$ cat src/rtl/muldiv_unit_if.sv
// Request/response bundle between the execute stage and the iterative
// multiply/divide unit.
interface muldiv_unit_if #(
    parameter int XLEN = 32
);
    logic            start;
    logic            kill;
    logic [2:0]      op;
    logic [XLEN-1:0] in_1;
    logic [XLEN-1:0] in_2;
    logic [XLEN-1:0] out;
    logic            busy;
    logic            done;

    modport master (
        output start, kill, op, in_1, in_2,
        input  out, busy, done
    );

    modport slave (
        input  start, kill, op, in_1, in_2,
        output out, busy, done
    );
endinterface

$ cat src/rtl/muldiv_unit.sv
// Iterative RV32M multiply/divide: one result bit per cycle followed by a
// sign-fixup cycle, so latency is fixed at XLEN+2 cycles for every operation.
module muldiv_unit #(
    parameter int XLEN = 32
) (
    input  logic         clk,
    input  logic         rst_n,
    muldiv_unit_if.slave bus
);
    localparam int CW = (XLEN > 1) ? $clog2(XLEN) : 1;

    localparam logic [1:0] S_IDLE = 2'd0;
    localparam logic [1:0] S_CALC = 2'd1;
    localparam logic [1:0] S_FIX  = 2'd2;
    localparam logic [1:0] S_DONE = 2'd3;

    localparam logic [CW-1:0] CNT_LAST = CW'(XLEN - 1);
    localparam logic [CW-1:0] CNT_ONE  = {{(CW-1){1'b0}}, 1'b1};

    logic [1:0]        r_state;
    logic [CW-1:0]     r_count;
    logic [2:0]        r_op;
    logic              r_neg;
    logic [2*XLEN-1:0] r_acc;
    logic [XLEN:0]     r_rem;
    logic [XLEN-1:0]   r_b;
    logic [XLEN-1:0]   r_out;

    logic [1:0]        w_next;
    logic              w_accept;
    logic              w_sgn_a;
    logic              w_sgn_b;
    logic              w_b_zero;
    logic              w_neg;
    logic [XLEN-1:0]   w_mag_a;
    logic [XLEN-1:0]   w_mag_b;
    logic [XLEN:0]     w_mul_sum;
    logic [XLEN+1:0]   w_div_trial;
    logic              w_div_ge;
    logic [XLEN:0]     w_div_rem_next;
    logic [2*XLEN-1:0] w_prod;
    logic [XLEN-1:0]   w_quot;
    logic [XLEN-1:0]   w_remv;
    logic [XLEN-1:0]   w_result;

    assign w_accept = ((r_state == S_IDLE) || (r_state == S_DONE)) && bus.start;
    assign w_b_zero = (bus.in_2 == {XLEN{1'b0}});

    // Next-state logic; kill overrides everything while an operation is in flight.
    always_comb begin
        w_next = S_IDLE;
        case (r_state)
            S_IDLE, S_DONE: w_next = bus.start ? S_CALC : S_IDLE;
            S_CALC:         w_next = bus.kill ? S_IDLE :
                                     ((r_count == CNT_LAST) ? S_FIX : S_CALC);
            S_FIX:          w_next = bus.kill ? S_IDLE : S_DONE;
            default:        w_next = S_IDLE;
        endcase
    end

    // Operand signs, magnitudes and the result sign recorded at start.
    always_comb begin
        w_sgn_a = 1'b0;
        w_sgn_b = 1'b0;
        case (bus.op)
            3'd1, 3'd4, 3'd6: begin
                w_sgn_a = bus.in_1[XLEN-1];
                w_sgn_b = bus.in_2[XLEN-1];
            end
            3'd2:    w_sgn_a = bus.in_1[XLEN-1];
            default: w_sgn_a = 1'b0;
        endcase
        w_mag_a = w_sgn_a ? -bus.in_1 : bus.in_1;
        w_mag_b = w_sgn_b ? -bus.in_2 : bus.in_2;
        case (bus.op)
            3'd4, 3'd5: w_neg = (w_sgn_a ^ w_sgn_b) & ~w_b_zero;
            3'd6, 3'd7: w_neg = w_sgn_a;
            default:    w_neg = w_sgn_a ^ w_sgn_b;
        endcase
    end

    // One shift-add (multiply) or restoring-subtract (divide) step.
    // A zero divisor naturally yields an all-ones quotient and the dividend as remainder.
    always_comb begin
        w_mul_sum      = {1'b0, r_acc[2*XLEN-1:XLEN]} + (r_acc[0] ? {1'b0, r_b} : {(XLEN+1){1'b0}});
        w_div_trial    = {r_rem, r_acc[XLEN-1]} - {2'b00, r_b};
        w_div_ge       = ~w_div_trial[XLEN+1];
        w_div_rem_next = w_div_ge ? w_div_trial[XLEN:0] : {r_rem[XLEN-1:0], r_acc[XLEN-1]};
    end

    // Sign fixup and result selection used in the FIX cycle.
    always_comb begin
        w_prod = r_neg ? -r_acc : r_acc;
        w_quot = r_neg ? -r_acc[XLEN-1:0] : r_acc[XLEN-1:0];
        w_remv = r_neg ? -r_rem[XLEN-1:0] : r_rem[XLEN-1:0];
        case (r_op)
            3'd0:             w_result = w_prod[XLEN-1:0];
            3'd1, 3'd2, 3'd3: w_result = w_prod[2*XLEN-1:XLEN];
            3'd4, 3'd5:       w_result = w_quot;
            3'd6, 3'd7:       w_result = w_remv;
            default:          w_result = {XLEN{1'b0}};
        endcase
    end

    // State register and step counter.
    always_ff @(posedge clk or negedge rst_n) begin
        if (!rst_n) begin
            r_state <= S_IDLE;
            r_count <= {CW{1'b0}};
        end else begin
            r_state <= w_next;
            if (w_accept) begin
                r_count <= {CW{1'b0}};
            end else if (r_state == S_CALC) begin
                r_count <= r_count + CNT_ONE;
            end else begin
                r_count <= r_count;
            end
        end
    end

    // Datapath registers: loaded at accept, stepped in CALC, held otherwise.
    always_ff @(posedge clk or negedge rst_n) begin
        if (!rst_n) begin
            r_op  <= 3'd0;
            r_neg <= 1'b0;
            r_acc <= {(2*XLEN){1'b0}};
            r_rem <= {(XLEN+1){1'b0}};
            r_b   <= {XLEN{1'b0}};
        end else if (w_accept) begin
            r_op  <= bus.op;
            r_neg <= w_neg;
            r_rem <= {(XLEN+1){1'b0}};
            if (bus.op[2]) begin
                r_acc <= {{XLEN{1'b0}}, w_mag_a};
                r_b   <= w_mag_b;
            end else begin
                r_acc <= {{XLEN{1'b0}}, w_mag_b};
                r_b   <= w_mag_a;
            end
        end else if (r_state == S_CALC) begin
            if (r_op[2]) begin
                r_acc <= {r_acc[2*XLEN-1:XLEN], r_acc[XLEN-2:0], w_div_ge};
                r_rem <= w_div_rem_next;
            end else begin
                r_acc <= {w_mul_sum, r_acc[XLEN-1:1]};
            end
        end else begin
            r_acc <= r_acc;
        end
    end

    // Result register: written only by an unkilled FIX cycle.
    always_ff @(posedge clk or negedge rst_n) begin
        if (!rst_n) begin
            r_out <= {XLEN{1'b0}};
        end else if ((r_state == S_FIX) && !bus.kill) begin
            r_out <= w_result;
        end else begin
            r_out <= r_out;
        end
    end

    assign bus.out  = r_out;
    assign bus.busy = (r_state == S_CALC) || (r_state == S_FIX);
    assign bus.done = (r_state == S_DONE);
endmodule

$ cat src/flat_wrapper.sv
// flat-port wrapper written by rule: the top's interface ports become plain ports
module muldiv_unit_flat 
#(
    parameter int XLEN = 32
)
  (clk, rst_n, bus_start, bus_kill, bus_op, bus_in_1, bus_in_2, bus_out, bus_busy, bus_done);
  muldiv_unit_if #(.XLEN(XLEN)) bus_i ();
  input  logic clk;
  input  logic rst_n;
  input wire logic [$bits(bus_i.start)-1:0] bus_start;
  input wire logic [$bits(bus_i.kill)-1:0] bus_kill;
  input wire logic [$bits(bus_i.op)-1:0] bus_op;
  input wire logic [$bits(bus_i.in_1)-1:0] bus_in_1;
  input wire logic [$bits(bus_i.in_2)-1:0] bus_in_2;
  output wire logic [$bits(bus_i.out)-1:0] bus_out;
  output wire logic [$bits(bus_i.busy)-1:0] bus_busy;
  output wire logic [$bits(bus_i.done)-1:0] bus_done;
  assign bus_i.start = bus_start;
  assign bus_i.kill = bus_kill;
  assign bus_i.op = bus_op;
  assign bus_i.in_1 = bus_in_1;
  assign bus_i.in_2 = bus_in_2;
  assign bus_out = bus_i.out;
  assign bus_busy = bus_i.busy;
  assign bus_done = bus_i.done;
  muldiv_unit #(.XLEN(XLEN)) u_core (.clk(clk), .rst_n(rst_n), .bus(bus_i));
endmodule
$ cat config.mk
export PLATFORM = sky130hd
export DESIGN_NAME = muldiv_unit_flat
export DESIGN_NICKNAME = d
export VERILOG_FILES = /design/src/rtl/muldiv_unit_if.sv /design/src/rtl/muldiv_unit.sv /design/src/flat_wrapper.sv
export SDC_FILE = /design/constraint.sdc
export NUM_CORES = 1
export LEC_CHECK = 0
export BUFFER_PORTS_ARGS = -buffer_cell sky130_fd_sc_hd__buf_2
export CORE_UTILIZATION = 63
export CTS_CLUSTER_DIAMETER = 200
export DETAILED_ROUTE_END_ITERATION = 10
export PLACE_DENSITY = 0.88
export SLEW_MARGIN = 40
export SYNTH_ARGS = -nofsm -noshare
export SYNTH_HDL_FRONTEND = slang
export SYNTH_SLANG_ARGS = --single-unit
$ cat constraint.sdc
create_clock -name clk -period 4.65 [get_ports clk]
set_input_delay 0.93 -clock clk [delete_from_list [all_inputs] [get_ports clk]]
set_output_delay 0.93 -clock clk [all_outputs]
set_load 0.01 [all_outputs]
; Word level (Yosys, flattened, before mapping)
; Cells that the tools add are included.
[op_classes]
add_sub_neg = 8
multipliers = 0
div_mod_pow = 0
magnitude_cmp = 0
n_eq_ne = 18
n_shift = 0
n_mux = 26
n_bitwise = 4
n_reduce_logical = 20
[ops]
columns = operator, n
row1 = $mux W64, 4
row2 = $mux W32, 7
row3 = $mux W33, 4
row4 = $neg A32 Y32, 4
row5 = $pmux W32 S4, 1
row6 = $neg A64 Y64, 1
row7 = $sub A34 B32 Y34, 1
row8 = $add A32 B33 Y33, 1
row9 = $logic_not A32 Y1, 1
row10 = $eq A3 B3 Y1 const B, 8
row11 = $mux W5, 2
row12 = $reduce_or A2 Y1, 5
row13 = $eq A3 B2 Y1 const B, 3
row14 = $eq A3 B1 Y1 const B, 2
row15 = $mux W2, 3
row16 = $pmux W2 S3, 1
row17 = $reduce_or A3 Y1, 2
row18 = $add A5 B1 Y5 const B, 1
row19 = $eq A5 B5 Y1 const B, 1
row20 = $eq A2 B2 Y1 const B, 2
row21 = $reduce_and A2 Y1, 2
row22 = $reduce_bool A2 Y1, 2
row23 = $reduce_or A4 Y1, 1
row24 = $logic_not A3 Y1, 1
row25 = 11 further kinds, 16
[word_totals]
reg_bits = 172
latch_bits = 0
mem_bits_rw = 0
rom_bits = 0
word_cells = 85
n_memories = 0

; Logic depth before layout (Yosys ltp)
[logic_depth]
ltp_word = 6
depth_mapped = 14
mapped_depth_nobuf = 13

; Least setup slack after synthesis
; No wires, ideal clock.
[synth_path]
path_kind = register -> register
from = register u_core.r_acc[0]
to = register u_core.r_acc[61]
t_arrival_ns = 3.520
required_time_ns = 4.528
slack_ns = 1.008
stages_incl_launch_ff = 14
n_path_buf = 1
synth_period_minus_slack_ns = 3.642
cell_sequence = dfrtp_1 > inv_1 > clkbuf_1 > nor2_1 > ha_1 > a21o_1 > a211o_1 > or2_1 > o211a_1 > a2111oi_1 > or3_1 > a21boi_0 > or3_1 > a32o_1
[synth_between]
elab_chain_cells = 5
[synth_rtl]
columns = element, line
row1 = "start, declared", muldiv_unit.sv:24  ; logic [2*XLEN-1:0] r_acc;
row2 = "start signal, assigned", muldiv_unit.sv:127  ; r_acc <= {(2*XLEN){1'b0}};
row3 = "start signal, assigned", muldiv_unit.sv:135  ; r_acc <= {{XLEN{1'b0}}, w_mag_a};
row4 = "start signal, assigned", muldiv_unit.sv:138  ; r_acc <= {{XLEN{1'b0}}, w_mag_b};
row5 = $mux W32, muldiv_unit.sv:85  ; w_mul_sum = {1'b0, r_acc[2*XLEN-1:XLEN]} + (r_acc[0] ? {1'b0, r_b} : {(XLEN+1){1'b0}});
row6 = $add A32 B33 Y33, muldiv_unit.sv:85
row7 = $mux W64, muldiv_unit.sv:142  ; if (r_op[2]) begin
row8 = $mux W64, muldiv_unit.sv:141  ; end else if (r_state == S_CALC) begin
row9 = $mux W64, muldiv_unit.sv:130  ; end else if (w_accept) begin
; No other way between the ends. The select of a mux whose other input is x is not followed.
; A chain may end at the register's enable or synchronous reset.

; Worst setup path in the final report
; Same ends and word-level chain as after synthesis.

==> metrics.yaml <==
critical_path:
  worstReg2RegEnd: "u_core.r_acc[61]$_DFFE_PN0P_"
  cp_num_buf_inv: 3
  worst-path-stages: 14
  critPathKind: "reg2reg"
  cp-startpoint: "u_core.r_acc[0]$_DFFE_PN0P_"
  end_kind: "flop"
  cp-start-kind: "flop"
  crit_slowest_cell: "dfrtp_1"
  regToRegSetupSlack_ps: 760
  worstPathRequired_ps: 4990
  cp_cell_sequence: "inv_1 -> buf_4 -> nor2_1 -> ha_1 -> a21o_1 -> a211o_1 -> or2_1 -> o211a_1 -> a2111oi_1 -> buf_4 -> or3_1 -> a21boi_0 -> or3_1 -> a32o_1"
  cp.arrival_ps: 4230
  max_stage_delay_ps: 460
  reg2regPathDepth: 14
  crit_fanout: 19
  worstSetupEndpoint: "u_core.r_acc[61]$_DFFE_PN0P_"
  crit_family: "compound AO/OA/AOI/OAI gates"
  reg2reg_from: "u_core.r_acc[0]$_DFFE_PN0P_"
clock_tree:
  cts_tree: "yes"
  clock-sinks: 172
  post_cts_buffers: 0
  cts-resized-gates: 0
  ctsHoldBuffers: 0
  htree_levels: 4
  cts_buffer_depth: 2
  clk_pin_slew_ps: 80
  cts-buffers-inserted: 17
  clockRootBuffer: "clkbuf_16"
  worstSkewPairLatency_ps: 450
synthesis:
  synth_top_area_cell: "dfrtp_1"
  synth_area_um2: 15200
  synth.net_count: 2082
  yosys_warnings: 0
  synth_edf_count: 0
  yosys-top-cells-area: "dfrtp_1 28%, o21ai_0 7.2%, xnor2_1 6.7%, nand2_1 6.4%, ha_1 6.0%"
  syn_avg_cell_area_um2: 7.83
  async_flop_share: 1.00
  synth_ff_type: "dfrtp_1"
  synthCells: 1936
  synth-seq-area-share: 0.284
  synth_cell_type_count: 77
  yosys_register_bits: 172
  synth.top_cell.area_share: 0.284
sta:
  post-route-min-period_ps: 3890
  max_slew_margin: 0.432
  fmax_mhz: 257
  hold_violations: 0
  setup_slack_ps: 764
  tightest_slew_ps: 852
  finalMaxSlewViolations: 0
  fin_crit_sh: 0.836
  clock_skew_ps: 14.5
  rsz0062_at_grt: "false"
  setup-violations-final: 0
  tns_ps: 0
floorplanning:
  die_y_um: 157
  num_io_pins: 105
  die_w_um: 157
  row_count: 56
  start_util: 0.644
  die_area_um2: 24700
  fp.coreArea_um2: 23500
flow_run:
  maxCapViolCount: 0
global_routing:
  grt_pass1_vias: 13949
  gr-usage-met1: 0.532
  grtUsageMet3: 0.0653
  grt_pass1_wl_mm: 74.8
  grt_max_degree: 108
  grt_remaining_overflow: 0
  busiest_layer: "met2"
  met2_usage: 0.615
  grt_antenna_before_repair: 0
  grt_use_total: 0.389
final_layout:
  nFillCells: 1918
  diodes: 0
  nNetsFinal: 2110
  design_area_um2: 16500
  area_growth_pct: 8.62
  drive_above_1_share: 0.0966
  instances_no_fill: 2296
power:
  p_leak_nw: 7.10
  power.density_nw_per_um2: 410
  power_mw: 6.75
  vdd_drop_max_mv: 0.268
place:
  port_buffers: 104
  dp_hpwl_mm: 35.5
  place_inst: 2263
  place_area_um2: 15900
  dp_slack_ps: 795
  place.gp.congestion: 1.05
routing:
  antenna_left: 0
  drc: 0
  routed_wl_mm: 46.8
  drt_iter0_drc: 1661
  via_count: 15116
  routedWlPerCell_um: 20.4
  first_pass_iters: 6
  routed_via_density: 6.58
worst_hold_path:
  hold_path.class: "in2async"
run_status:
  status: "finished, final reports clean"
## how the worst min path moves through the flow
| stage | startpoint | end | slack, ps | cells past startpoint |
|---|---|---|---|---|
| 2_1_floorplan | u_core.r_b[24]$_DFFE_PN0P_ | u_core.r_b[24]$_DFFE_PN0P_ | 450 | 2 |
| 3_3_place_gp | u_core.bus.out[15]$_DFFE_PN0P_ | u_core.bus.out[15]$_DFFE_PN0P_ | 460 | 2 |
| 3_5_place_dp | u_core.bus.out[7]$_DFFE_PN0P_ | u_core.bus.out[7]$_DFFE_PN0P_ | 470 | 2 |
| 4_1_cts | u_core.bus.out[7]$_DFFE_PN0P_ | u_core.bus.out[7]$_DFFE_PN0P_ | 480 | 2 |
| 5_1_grt | rst_n | u_core.bus.out[6]$_DFFE_PN0P_ | 400 | 1 |
| 6_report | rst_n | u_core.bus.out[6]$_DFFE_PN0P_ | 370 | 1 |
## through the flow
step | util | hold WS, ps
2_1_floorplan | - | 450
3_3_place_gp | 0.673 | 456
3_5_place_dp | 0.674 | 467
4_1_cts | 0.699 | 483
5_1_grt | 0.700 | 404
6_report | 0.700 | 372
## cells in the final DEF (no fill, tap or decap), types with 20 or more instances in the layout
cell type and n:
nand2_1 256, o211ai_1 50, or3_1 28, a21o_1 20, o31ai_1 45, xnor2_1 116, dfrtp_1 170, o21ai_0 216
nand2b_1 25, nor2_1 150, nor3_1 31, a21oi_1 118, o221ai_1 22, buf_2 103, o41ai_1 21, ha_1 72
nand3_1 21, inv_1 74, xor2_1 85, mux2i_1 67
## worst register-to-register path, delay by kind of cell (launching register included)
family	cells	cell delay [ps]
AO/OA/AOI/OAI	6	1530
adder cells (fa/ha/maj)	1	210
buffers and inverters	3	850
flip-flops	1	460
AND/OR/NAND/NOR	4	720
## flip-flops by register name (all words and copies together), names as in the netlist
name,count
u_core.bus.out,32
u_core.r_acc,64
u_core.r_b,32
u_core.r_count,5
u_core.r_neg,1
u_core.r_op,3
u_core.r_rem,33
u_core.r_state,2
## logic make-up (layout without fill, tap and decap cells)
logic type,after synthesis,in the layout,synth area share
compound gates,620,620,0.258
flops,172,172,0.284
simple gates,605,605,0.182
xor+xnor,202,202,0.117
mux,72,72,0.0487
buf+inv,190,231,0.0480
fa+ha+maj,75,75,0.0629
## report_power, final
group          total [mW]  switching (mW)  internal, mW
sequential           2.21           0.460          1.75
combinational        3.10            1.91          1.19
clock                1.44           0.722         0.715
## cell usage after synthesis (all sizes together), types with 4 or more instances
cell and n:
a31oi 14, a211oi 13, buf 28, nor2 152
a22o 4, xor2 86, and2 8, nand4 14
o21ai 226, a21oi 121, o2111ai 4, a222oi 10
nor2b 10, mux2i 67, mux2 4, a21o 20
nand3 22, or2 8, a21boi 5, o21a 5
o21bai 7, o41ai 21, xnor2 116, and3 5
inv 74, o221ai 22, or3 28, clkbuf 87
dfrtp 172, nor3 32, or4 18, o31ai 46
ha 73, nand2b 26, o22ai 17, nor4 18
o211ai 50, nand2 258
## metal layers
| metal | wire length [um] | up-vias |
|---|---|---|
| met4 | 1530 | 0 |
| met1 | 19600 | 7141 |
| met2 | 20900 | 808 |
| met5 | 0 | - |
| met3 | 4690 | 114 |
| li1 | - | 7053 |
## final cells by class
type                            count  area [um2]  share of cell area
Multi-Input combinational cell   1574       10200               0.618
Sequential cell                   172        4310               0.261
Timing Repair Buffer              124         726              0.0440
Clock buffer                       17         425              0.0258
Tap cell                          319         399              0.0242
Inverter                           75         282              0.0171
Clock inverter                     15         153             0.00926
Power figures use the tool's default switching activity.
